--- config.mk ---
export PLATFORM = sky130hd
export DESIGN_NAME = prn_gen_ctrl
export DESIGN_NICKNAME = d
export VERILOG_FILES = /design/src/rtl/prn_gen_ctrl.sv
export SDC_FILE = /design/constraint.sdc
export NUM_CORES = 1
export LEC_CHECK = 0
export CORE_ASPECT_RATIO = 1.25
export CORE_UTILIZATION = 54
export DETAILED_ROUTE_END_ITERATION = 7
export PLACE_DENSITY = 0.81
export SLEW_MARGIN = 5
export SYNTH_ARGS = -nofsm -noshare
export SYNTH_HDL_FRONTEND = slang
export SYNTH_SLANG_ARGS = --single-unit
export TNS_END_PERCENT = 50
--- constraint.sdc ---
create_clock -name rx_clk -period 2.7 [get_ports rx_clk]
set_input_delay 0.405 -clock rx_clk [delete_from_list [all_inputs] [get_ports rx_clk]]
set_output_delay 0.405 -clock rx_clk [all_outputs]
set_load 0.02 [all_outputs]
--- src/rtl/prn_gen_ctrl.sv ---
// Sequencing controller for one tracking channel's BOC PRN generator.
// Handles load/run/slew sequencing, epoch-aligned FCW updates and integration dump strobes.
module prn_gen_ctrl #(
    parameter int ACC_WIDTH  = 32,
    parameter int EPW        = 6,
    parameter int SLEW_WIDTH = 16
) (
    input  logic                  rx_clk,
    input  logic                  rx_rst,
    input  logic                  rx_start,
    input  logic                  rx_stop,
    input  logic                  rx_cfg_valid,
    output logic                  tx_cfg_ready,
    input  logic [ACC_WIDTH-1:0]  rx_cfg_fcw,
    input  logic [1:0]            rx_cfg_paral,
    input  logic [EPW-1:0]        rx_cfg_int,
    input  logic                  rx_slew_valid,
    output logic                  tx_slew_ready,
    input  logic [SLEW_WIDTH-1:0] rx_slew_cycles,
    input  logic                  rx_prn_eop,
    output logic                  tx_gen_rst,
    output logic [ACC_WIDTH-1:0]  tx_gen_fcw,
    output logic [1:0]            tx_gen_paral,
    output logic                  tx_dump,
    output logic [EPW-1:0]        tx_epoch_cnt,
    output logic                  tx_busy
);

    typedef enum logic [1:0] {
        ST_IDLE = 2'd0,
        ST_LOAD = 2'd1,
        ST_RUN  = 2'd2,
        ST_SLEW = 2'd3
    } state_t;

    localparam logic [EPW-1:0]        EPOCH_ONE = EPW'(1);
    localparam logic [SLEW_WIDTH-1:0] SLEW_ONE  = SLEW_WIDTH'(1);

    // Last epoch index of an integration; a programmed length of 0 behaves as 1.
    function automatic logic [EPW-1:0] last_epoch(input logic [EPW-1:0] n);
        return (n == '0) ? '0 : (n - EPOCH_ONE);
    endfunction

    state_t                  state_r, state_nx_s;
    logic [ACC_WIDTH-1:0]    fcw_a_r, fcw_a_nx_s, fcw_p_r, fcw_p_nx_s;
    logic [1:0]              paral_a_r, paral_a_nx_s, paral_p_r, paral_p_nx_s;
    logic [EPW-1:0]          int_a_r, int_a_nx_s, int_p_r, int_p_nx_s;
    logic                    cfg_pend_r, cfg_pend_nx_s;
    logic [SLEW_WIDTH-1:0]   slew_cnt_r, slew_cnt_nx_s;
    logic                    slew_pend_r, slew_pend_nx_s;
    logic [EPW-1:0]          epoch_nx_s;
    logic                    dump_nx_s;
    logic                    cfg_acc_s, slew_acc_s;

    assign cfg_acc_s  = rx_cfg_valid & tx_cfg_ready;
    assign slew_acc_s = rx_slew_valid & tx_slew_ready;

    // Next-state, register-update and strobe decisions.
    always_comb begin
        state_nx_s     = state_r;
        fcw_a_nx_s     = fcw_a_r;
        paral_a_nx_s   = paral_a_r;
        int_a_nx_s     = int_a_r;
        fcw_p_nx_s     = fcw_p_r;
        paral_p_nx_s   = paral_p_r;
        int_p_nx_s     = int_p_r;
        cfg_pend_nx_s  = cfg_pend_r;
        slew_cnt_nx_s  = slew_cnt_r;
        slew_pend_nx_s = slew_pend_r;
        epoch_nx_s     = tx_epoch_cnt;
        dump_nx_s      = 1'b0;
        if (rx_stop) begin
            // Stop overrides everything, including a simultaneous start.
            state_nx_s     = ST_IDLE;
            cfg_pend_nx_s  = 1'b0;
            slew_pend_nx_s = 1'b0;
            slew_cnt_nx_s  = '0;
            epoch_nx_s     = '0;
        end else begin
            case (state_r)
                ST_IDLE: begin
                    epoch_nx_s = '0;
                    if (cfg_acc_s) begin
                        fcw_a_nx_s   = rx_cfg_fcw;
                        paral_a_nx_s = rx_cfg_paral;
                        int_a_nx_s   = rx_cfg_int;
                    end else begin
                        fcw_a_nx_s   = fcw_a_r;
                    end
                    if (rx_start) begin
                        state_nx_s = ST_LOAD;
                    end else begin
                        state_nx_s = ST_IDLE;
                    end
                end
                ST_LOAD: begin
                    state_nx_s = ST_RUN;
                    if (cfg_acc_s) begin
                        fcw_p_nx_s    = rx_cfg_fcw;
                        paral_p_nx_s  = rx_cfg_paral;
                        int_p_nx_s    = rx_cfg_int;
                        cfg_pend_nx_s = 1'b1;
                    end else begin
                        cfg_pend_nx_s = cfg_pend_r;
                    end
                end
                ST_RUN: begin
                    if (rx_prn_eop) begin
                        // Dump decision uses the integration length in force before any swap.
                        if (tx_epoch_cnt >= last_epoch(int_a_r)) begin
                            epoch_nx_s = '0;
                            dump_nx_s  = 1'b1;
                        end else begin
                            epoch_nx_s = tx_epoch_cnt + EPOCH_ONE;
                        end
                        if (cfg_pend_r) begin
                            fcw_a_nx_s    = fcw_p_r;
                            paral_a_nx_s  = paral_p_r;
                            int_a_nx_s    = int_p_r;
                            cfg_pend_nx_s = 1'b0;
                        end else begin
                            cfg_pend_nx_s = cfg_pend_r;
                        end
                        if (slew_pend_r) begin
                            state_nx_s     = ST_SLEW;
                            slew_pend_nx_s = 1'b0;
                        end else begin
                            state_nx_s     = ST_RUN;
                        end
                    end else begin
                        epoch_nx_s = tx_epoch_cnt;
                    end
                    if (cfg_acc_s) begin
                        fcw_p_nx_s    = rx_cfg_fcw;
                        paral_p_nx_s  = rx_cfg_paral;
                        int_p_nx_s    = rx_cfg_int;
                        cfg_pend_nx_s = 1'b1;
                    end else begin
                        fcw_p_nx_s    = fcw_p_nx_s;
                    end
                    // A zero-length slew completes the handshake but is dropped.
                    if (slew_acc_s && (rx_slew_cycles != '0)) begin
                        slew_cnt_nx_s  = rx_slew_cycles;
                        slew_pend_nx_s = 1'b1;
                    end else begin
                        slew_cnt_nx_s  = slew_cnt_nx_s;
                    end
                end
                ST_SLEW: begin
                    if (slew_cnt_r <= SLEW_ONE) begin
                        slew_cnt_nx_s = '0;
                        state_nx_s    = ST_RUN;
                    end else begin
                        slew_cnt_nx_s = slew_cnt_r - SLEW_ONE;
                        state_nx_s    = ST_SLEW;
                    end
                    if (cfg_acc_s) begin
                        fcw_p_nx_s    = rx_cfg_fcw;
                        paral_p_nx_s  = rx_cfg_paral;
                        int_p_nx_s    = rx_cfg_int;
                        cfg_pend_nx_s = 1'b1;
                    end else begin
                        cfg_pend_nx_s = cfg_pend_r;
                    end
                end
                default: begin
                    state_nx_s = ST_IDLE;
                end
            endcase
        end
    end

    // State and configuration registers.
    always_ff @(posedge rx_clk) begin
        if (rx_rst) begin
            state_r     <= ST_IDLE;
            fcw_a_r     <= '0;
            paral_a_r   <= 2'd0;
            int_a_r     <= '0;
            fcw_p_r     <= '0;
            paral_p_r   <= 2'd0;
            int_p_r     <= '0;
            cfg_pend_r  <= 1'b0;
            slew_cnt_r  <= '0;
            slew_pend_r <= 1'b0;
        end else begin
            state_r     <= state_nx_s;
            fcw_a_r     <= fcw_a_nx_s;
            paral_a_r   <= paral_a_nx_s;
            int_a_r     <= int_a_nx_s;
            fcw_p_r     <= fcw_p_nx_s;
            paral_p_r   <= paral_p_nx_s;
            int_p_r     <= int_p_nx_s;
            cfg_pend_r  <= cfg_pend_nx_s;
            slew_cnt_r  <= slew_cnt_nx_s;
            slew_pend_r <= slew_pend_nx_s;
        end
    end

    // Outputs are registered from next-state values so they line up with the state they describe.
    always_ff @(posedge rx_clk) begin
        if (rx_rst) begin
            tx_gen_rst    <= 1'b1;
            tx_gen_fcw    <= '0;
            tx_gen_paral  <= 2'd0;
            tx_dump       <= 1'b0;
            tx_epoch_cnt  <= '0;
            tx_busy       <= 1'b0;
            tx_cfg_ready  <= 1'b1;
            tx_slew_ready <= 1'b0;
        end else begin
            tx_gen_rst    <= (state_nx_s == ST_IDLE) || (state_nx_s == ST_LOAD);
            tx_gen_fcw    <= ((state_nx_s == ST_LOAD) || (state_nx_s == ST_RUN)) ? fcw_a_nx_s : '0;
            tx_gen_paral  <= paral_a_nx_s;
            tx_dump       <= dump_nx_s;
            tx_epoch_cnt  <= epoch_nx_s;
            tx_busy       <= (state_nx_s != ST_IDLE);
            tx_cfg_ready  <= ~cfg_pend_nx_s;
            tx_slew_ready <= (state_nx_s == ST_RUN) && ~slew_pend_nx_s;
        end
    end

endmodule

== Yosys cells after proc, flatten, opt, wreduce, memory -nomap -nowiden ==
Cells that the tools add are included.
Word-level totals
  register bits: 143
  output and inout port bits: 45
  word-level logic and storage cells: 95
Cells by class
  $add $sub $neg: 3
  order comparisons: 2
  equal/unequal tests: 9
  multiplexer cells: 36
  bitwise operators: 8
  reduce and logical (&&, ||, !) cells: 20
Operators by type and width (number)
  2-to-1 mux 32 bit: 4
  case mux 32 bit (2 select lines): 1
  2-to-1 mux 6 bit: 6
  2-to-1 mux 16 bit: 2
  case mux 16 bit (2 select lines): 1
  case mux 6 bit (2 select lines): 2
  less-or-equal comparator 16 x 1 -> 1 bit, second input constant: 1
  nonzero test 16 bit: 1
  subtractor 16 x 1 -> 16 bit, second input constant: 1
  2-to-1 mux 1 bit: 12
  2-to-1 mux 2 bit: 5
  != test 2 bit, second input constant: 4
  case mux 2 bit (4 select lines): 1
  adder 6 x 1 -> 6 bit, second input constant: 1
  equality test 2 bit, second input constant: 3
  >= comparator 6 bit: 1
  logical NOT 6 bit: 1
  NOT 1 bit: 6
  nonzero test 2 bit: 3
  OR reduction 2 bit: 3
  subtractor 6 x 1 -> 6 bit, second input constant: 1
  AND reduction 5 bit: 1
  equality test 2 x 1 -> 1 bit, second input constant: 2
  logical NOT 2 bit: 2
  other kinds (9): 13

== Logic depth before layout (Yosys ltp) ==
Gate-level depths: netlist of the first run.
  depth in word-level cells: 8
  gate-level depth with buffers: 12
  depth with buffers taken out: 12

== Least setup slack after synthesis of the first run ==
No wires, ideal clock.
  kind: register to register
  start: reg int_a_r[0]
  end: reg tx_epoch_cnt[5]
  arrival: 2210 ps
  data required time: 2626 ps
  slack: 415 ps
  stages on the path, launching flop included: 12
  path buffers: 0
  period minus slack after synthesis: 2285 ps
  path through: dfxtp_1 > inv_1 > ha_1 > nand2b_1 > nor2_1 > mux2i_1 > ha_1 > a21o_1 > a2111o_1 > a21oi_4 > a41oi_1 > a31oi_1
Between the ends
  cells in the longest elaborated chain, start to end: 6
  elaborated cells between the ends (all ways): 7
Ends and longest elaborated chain
  start, declared: line 47  | logic [EPW-1:0] int_a_r, int_a_nx_s, int_p_r, int_p_nx_s;
  start signal, assigned: line 190  | int_a_r <= int_a_nx_s;
  subtractor 6 x 1 -> 6 bit or logical NOT 6 bit (tied branches): line 41  | return (n == '0) ? '0 : (n - EPOCH_ONE);
  2-to-1 mux 6 bit (*): line 41
  >= comparator 6 bit (*): line 110  | if (tx_epoch_cnt >= last_epoch(int_a_r)) begin
  2-to-1 mux 6 bit (*): line 110
  2-to-1 mux 6 bit (*): line 108  | if (rx_prn_eop) begin
  case mux 6 bit (2 select lines) (*): line 80  | case (state_r)
  end signal, assigned: line 216  | tx_epoch_cnt <= epoch_nx_s;
  end, declared: line 25  | output logic [EPW-1:0] tx_epoch_cnt,
Every way passes the cells marked *; elsewhere a longest branch is shown, timed or not. The select of a mux whose other input is x is not followed.
A chain may end at the register's enable or synchronous reset.

== Worst setup path after layout of the first run ==
Same ends and word-level chain as after synthesis.

==> reports/summary.md, run 1 <==
* 17900 microns — total wire length after detailed routing
* 0.911 — RePlAce Congestion
* 830 — net count of the mapped netlist
* 1 — buffer and inverter count on the worst path
* 0 — antenna violations before repair
* 0.398% — XOR/XNOR share of the synthesized area
* 5 — number of iterations in the first detailed-routing pass
* 93.3% — final period utilization
* 27.7% — Rel. slew slack
* 6610 sq um — Netlist Area Pre-Place
* 4 — H-tree level count
* 12700 sq um — area enclosed by the die boundary
* compound AO/OA/AOI/OAI gates — crit-path leading delay family
* 754 — Post-Synthesis Cells
* input pin to flip-flop — classification of the worst-slack hold path
* 6215 — via count of the first global-routing pass
* 0 — Final setup viols
* 9.18% — ratio of cells with drive above 1 in the final layout
* 0 — count of nets left with antenna violations after detail routing
* 0.42 ns — Clock Latency Late Sink
* 42 — pin count of the biggest net entering global routing
* 19.2% — synthesized-area fraction occupied by ao, oa, aoi and oai cells
* 29.1% — Total GRT Usage
* 365 — first-iteration detailed-routing DRC count
* sky130_fd_sc_hd__ha_1 — Most common cell on crit path
* 0 — Resized cells post-CTS
* 6096 — vias after detailed routing
* 0% — proportion of register bits with asynchronous set or reset after synthesis
* 43.3% — proportion of synthesized chip area in sequential cells
* 0.464 mV — maximum ir drop on the vdd rail
* 600 nW/um^2 — power density normalized to cell area
* 2860 sq um — flip-flop and latch area
* 0 — max cap viols
* 7 — maximum net fanout on the critical path
* 20.7% — Simple-Gate Fraction of Synth Area
* 17.5 microns — WL per Instance
* 11800 sq um — CORE AREA
* 108 — Boundary Pins
* 107 — count of port buffers added during placement
* 0 — Slew Limit Fails
* finished clean — result of the run
* simple AND/OR/NAND/NOR gates — largest family of logic cells by synthesized area
* 2 — Max Root-Sink Buffers
* 0 — ANT cells
* 2.52 ns — final worst path period need
* false — RSZ-0062 raised after global routing
* 126 microns — die height
* 62 — Synth cell types
* 2.86 ns — data arrival time at the worst-slack endpoint
* 0.45 ns — longest individual stage delay on the worst path
* 3500 sq um — multi-input logic area
* 71.4% — final core utilization
* 0 — overflow left after global routing
* 0 — Post-CTS Repair Setup Buffers
* 101 microns — Die X
* 11700 microns — Post-DP HPWL
* 27.3% — Layout Area Growth over Synthesis
* 3.05 ns — WP data required
* 2.46% — area share of fa/ha/maj cells after synthesis
* 926 — Total Nets Final
* 0 — DRC violations left
* 0 — number of endpoints with negative hold slack in the final report
* flip-flop to flip-flop — Worst Path Class, Setup
* flip-flop — Critical Path End Type
* 17 — TritonCTS Buffers
* 9.83% — multiplexer area fraction after synthesis
* 923 — number of fillers in the final layout
* sky130_fd_sc_hd__dfxtp_1 — most common flop cell mapped by yosys
* sky130_fd_sc_hd__dfxtp_1 — commonest non-fill, non-tap cell in the layout
* 0.395 ns — hold slack
* 8.77 sq um — average size of a mapped cell
* done — CTS tree
* sky130_fd_sc_hd__clkbuf_16 — clk root buf
* 0 ns — Total Negative Setup Slacks
* 29200 microns — global-route wire length before repair
* 0.06 ns — clock-pin slew of the registers on the worst-case setup and hold paths
* sky130_fd_sc_hd__a2111o_1 — cell with the biggest individual delay on the critical path
* 0.0104 ns — Max Clock Skew
* 56.1% — initial core utilization
* 1.08 ns — slew at the pin closest to its max-slew limit
* 3.28 nW — leakage dissipation
* inv_1 > ha_1 > nand2b_1 > nor2_1 > mux2i_1 > ha_1 > a21o_1 > a2111o_1 > a21oi_4 > a41oi_1 > a31oi_1 — CP Cell Sequence
* 0 — Syn. warnings
* 5.96 — average vias per placed instance
* 0 — Post-synth EDFFs
* 143 — register bit count reported by yosys
* sky130_fd_sc_hd__dfxtp_1 (143), sky130_fd_sc_hd__nand2_1 (127), sky130_fd_sc_hd__clkdlybuf4s50_1 (106) — most used cells in the layout excluding fill and tap cells
* 0 — # hold bufs at CTS
* 44 — placement row count
* 143 — clock sinks
* 397 MHz — achievable frequency
* flip-flop — startpoint type of the worst setup path
==> flip-flops by register name (all words and copies together), names as in the netlist, 2 cells and up <==
| name | count |
|---|---|
| tx_gen_fcw | 32 |
| tx_gen_paral | 2 |
| fcw_p_r | 32 |
| tx_epoch_cnt | 6 |
| int_a_r | 6 |
| state_r | 2 |
| slew_cnt_r | 16 |
| paral_p_r | 2 |
| int_p_r | 6 |
| fcw_a_r | 32 |
==> cell usage after synthesis, drive strengths merged (9+ instances only) <==
cell type | n | area, sq um
mux2i | 30 | 300
ha | 13 | 163
nand2 | 128 | 480
dfxtp | 143 | 2860
buf | 25 | 134
clkbuf | 27 | 101
a21oi | 62 | 322
and3 | 9 | 56.3
a221oi | 16 | 140
o22ai | 16 | 100
nor3 | 26 | 130
and2 | 34 | 213
nor2 | 49 | 196
inv | 9 | 33.8
mux2 | 31 | 349
a22o | 16 | 140
o21ai | 18 | 90.1
==> stage by stage <==
stage / setup WS, ns / cells / total power, mW / cell area, sq um
2_1_floorplan: 0.415 / 754 / 2.66 / 6610
3_3_place_gp: 0.223 / 992 / 2.90 / 7880
3_5_place_dp: 0.200 / 992 / 2.93 / 7880
4_1_cts: 0.166 / 1022 / 5.06 / 8410
5_1_grt: 0.00110 / 1022 / 5.23 / 8410
6_report: 0.182 / 1022 / 5.05 / 8410
==> layout make-up <==
class | count | share of cell area (%)
Clock buffer | 24 | 5.61
Sequential cell | 143 | 34.0
Timing Repair Buffer | 129 | 15.2
Inverter | 9 | 0.401
Multi-Input combinational cell | 550 | 41.6
Tap cell | 161 | 2.39
Clock inverter | 6 | 0.729
==> power breakdown <==
part	total (mW)	switching (mW)	internal, mW
Combinational	0.660	0.351	0.309
Clock	2.15	0.852	1.30
Sequential	2.24	0.0496	2.19
==> logic make-up (layout without fill, tap and decap cells) <==
| kind of cell | after synthesis | in the layout |
|---|---|---|
| XOR/XNOR | 3 | 3 |
| AND/OR/NAND/NOR | 289 | 289 |
| flip-flops | 143 | 143 |
| adder cells (fa/ha/maj) | 13 | 13 |
| buffers and inverters | 61 | 168 |
| multiplexers | 61 | 61 |
| AO/OA/AOI/OAI | 184 | 184 |
==> final timing paths <==
| path | startpoint | slack [ns] | to | depth (start not counted) |
|---|---|---|---|---|
| hold reg to reg | fcw_p_r[20]$_SDFFE_PP0P_ | 0.45 | fcw_p_r[20]$_SDFFE_PP0P_ | 2 |
| hold / removal | rx_rst | 0.39 | fcw_p_r[20]$_SDFFE_PP0P_ | 2 |
| setup / recovery | int_a_r[0]$_SDFFE_PP0P_ | 0.18 | tx_epoch_cnt[5]$_SDFFE_PP0P_ | 11 |
| setup reg to reg | int_a_r[0]$_SDFFE_PP0P_ | 0.18 | tx_epoch_cnt[5]$_SDFFE_PP0P_ | 11 |
==> layer usage <==
metal / wire (microns) / vias up / part of all wire, % / global-route usage, %
met4: 423 / 0 / 2.4 / 12.4
met3: 1120 / 42 / 6.3 / 6.27
li1: - / 2904 / - / -
met2: 9120 / 242 / 51 / 51.5
met1: 7200 / 2908 / 40 / 33.5
met5: 0 / - / 0 / 0
==> worst register-to-register path, cell delays in order (launching register included) <==
cell	delay [ns]
sky130_fd_sc_hd__dfxtp_1	0.33
sky130_fd_sc_hd__inv_1	0.08
sky130_fd_sc_hd__ha_1	0.21
sky130_fd_sc_hd__nand2b_1	0.10
sky130_fd_sc_hd__nor2_1	0.12
sky130_fd_sc_hd__mux2i_1	0.20
sky130_fd_sc_hd__ha_1	0.27
sky130_fd_sc_hd__a21o_1	0.20
sky130_fd_sc_hd__a2111o_1	0.45
sky130_fd_sc_hd__a21oi_4	0.21
sky130_fd_sc_hd__a41oi_1	0.14
sky130_fd_sc_hd__a31oi_1	0.15
Power figures use the tool's default switching activity.
==> run 2, diff against run 1 <==
- ABC_AREA: unset -> 0
==> results of run 2 <==
Same layout as run 1: the final DEF is identical, and so are final timing and power.
==> run 3, diff against run 2 <==
- CTS_CLUSTER_SIZE: unset -> 28
==> results of run 3 <==
Same layout as run 1: the final DEF is identical, and so are final timing and power.
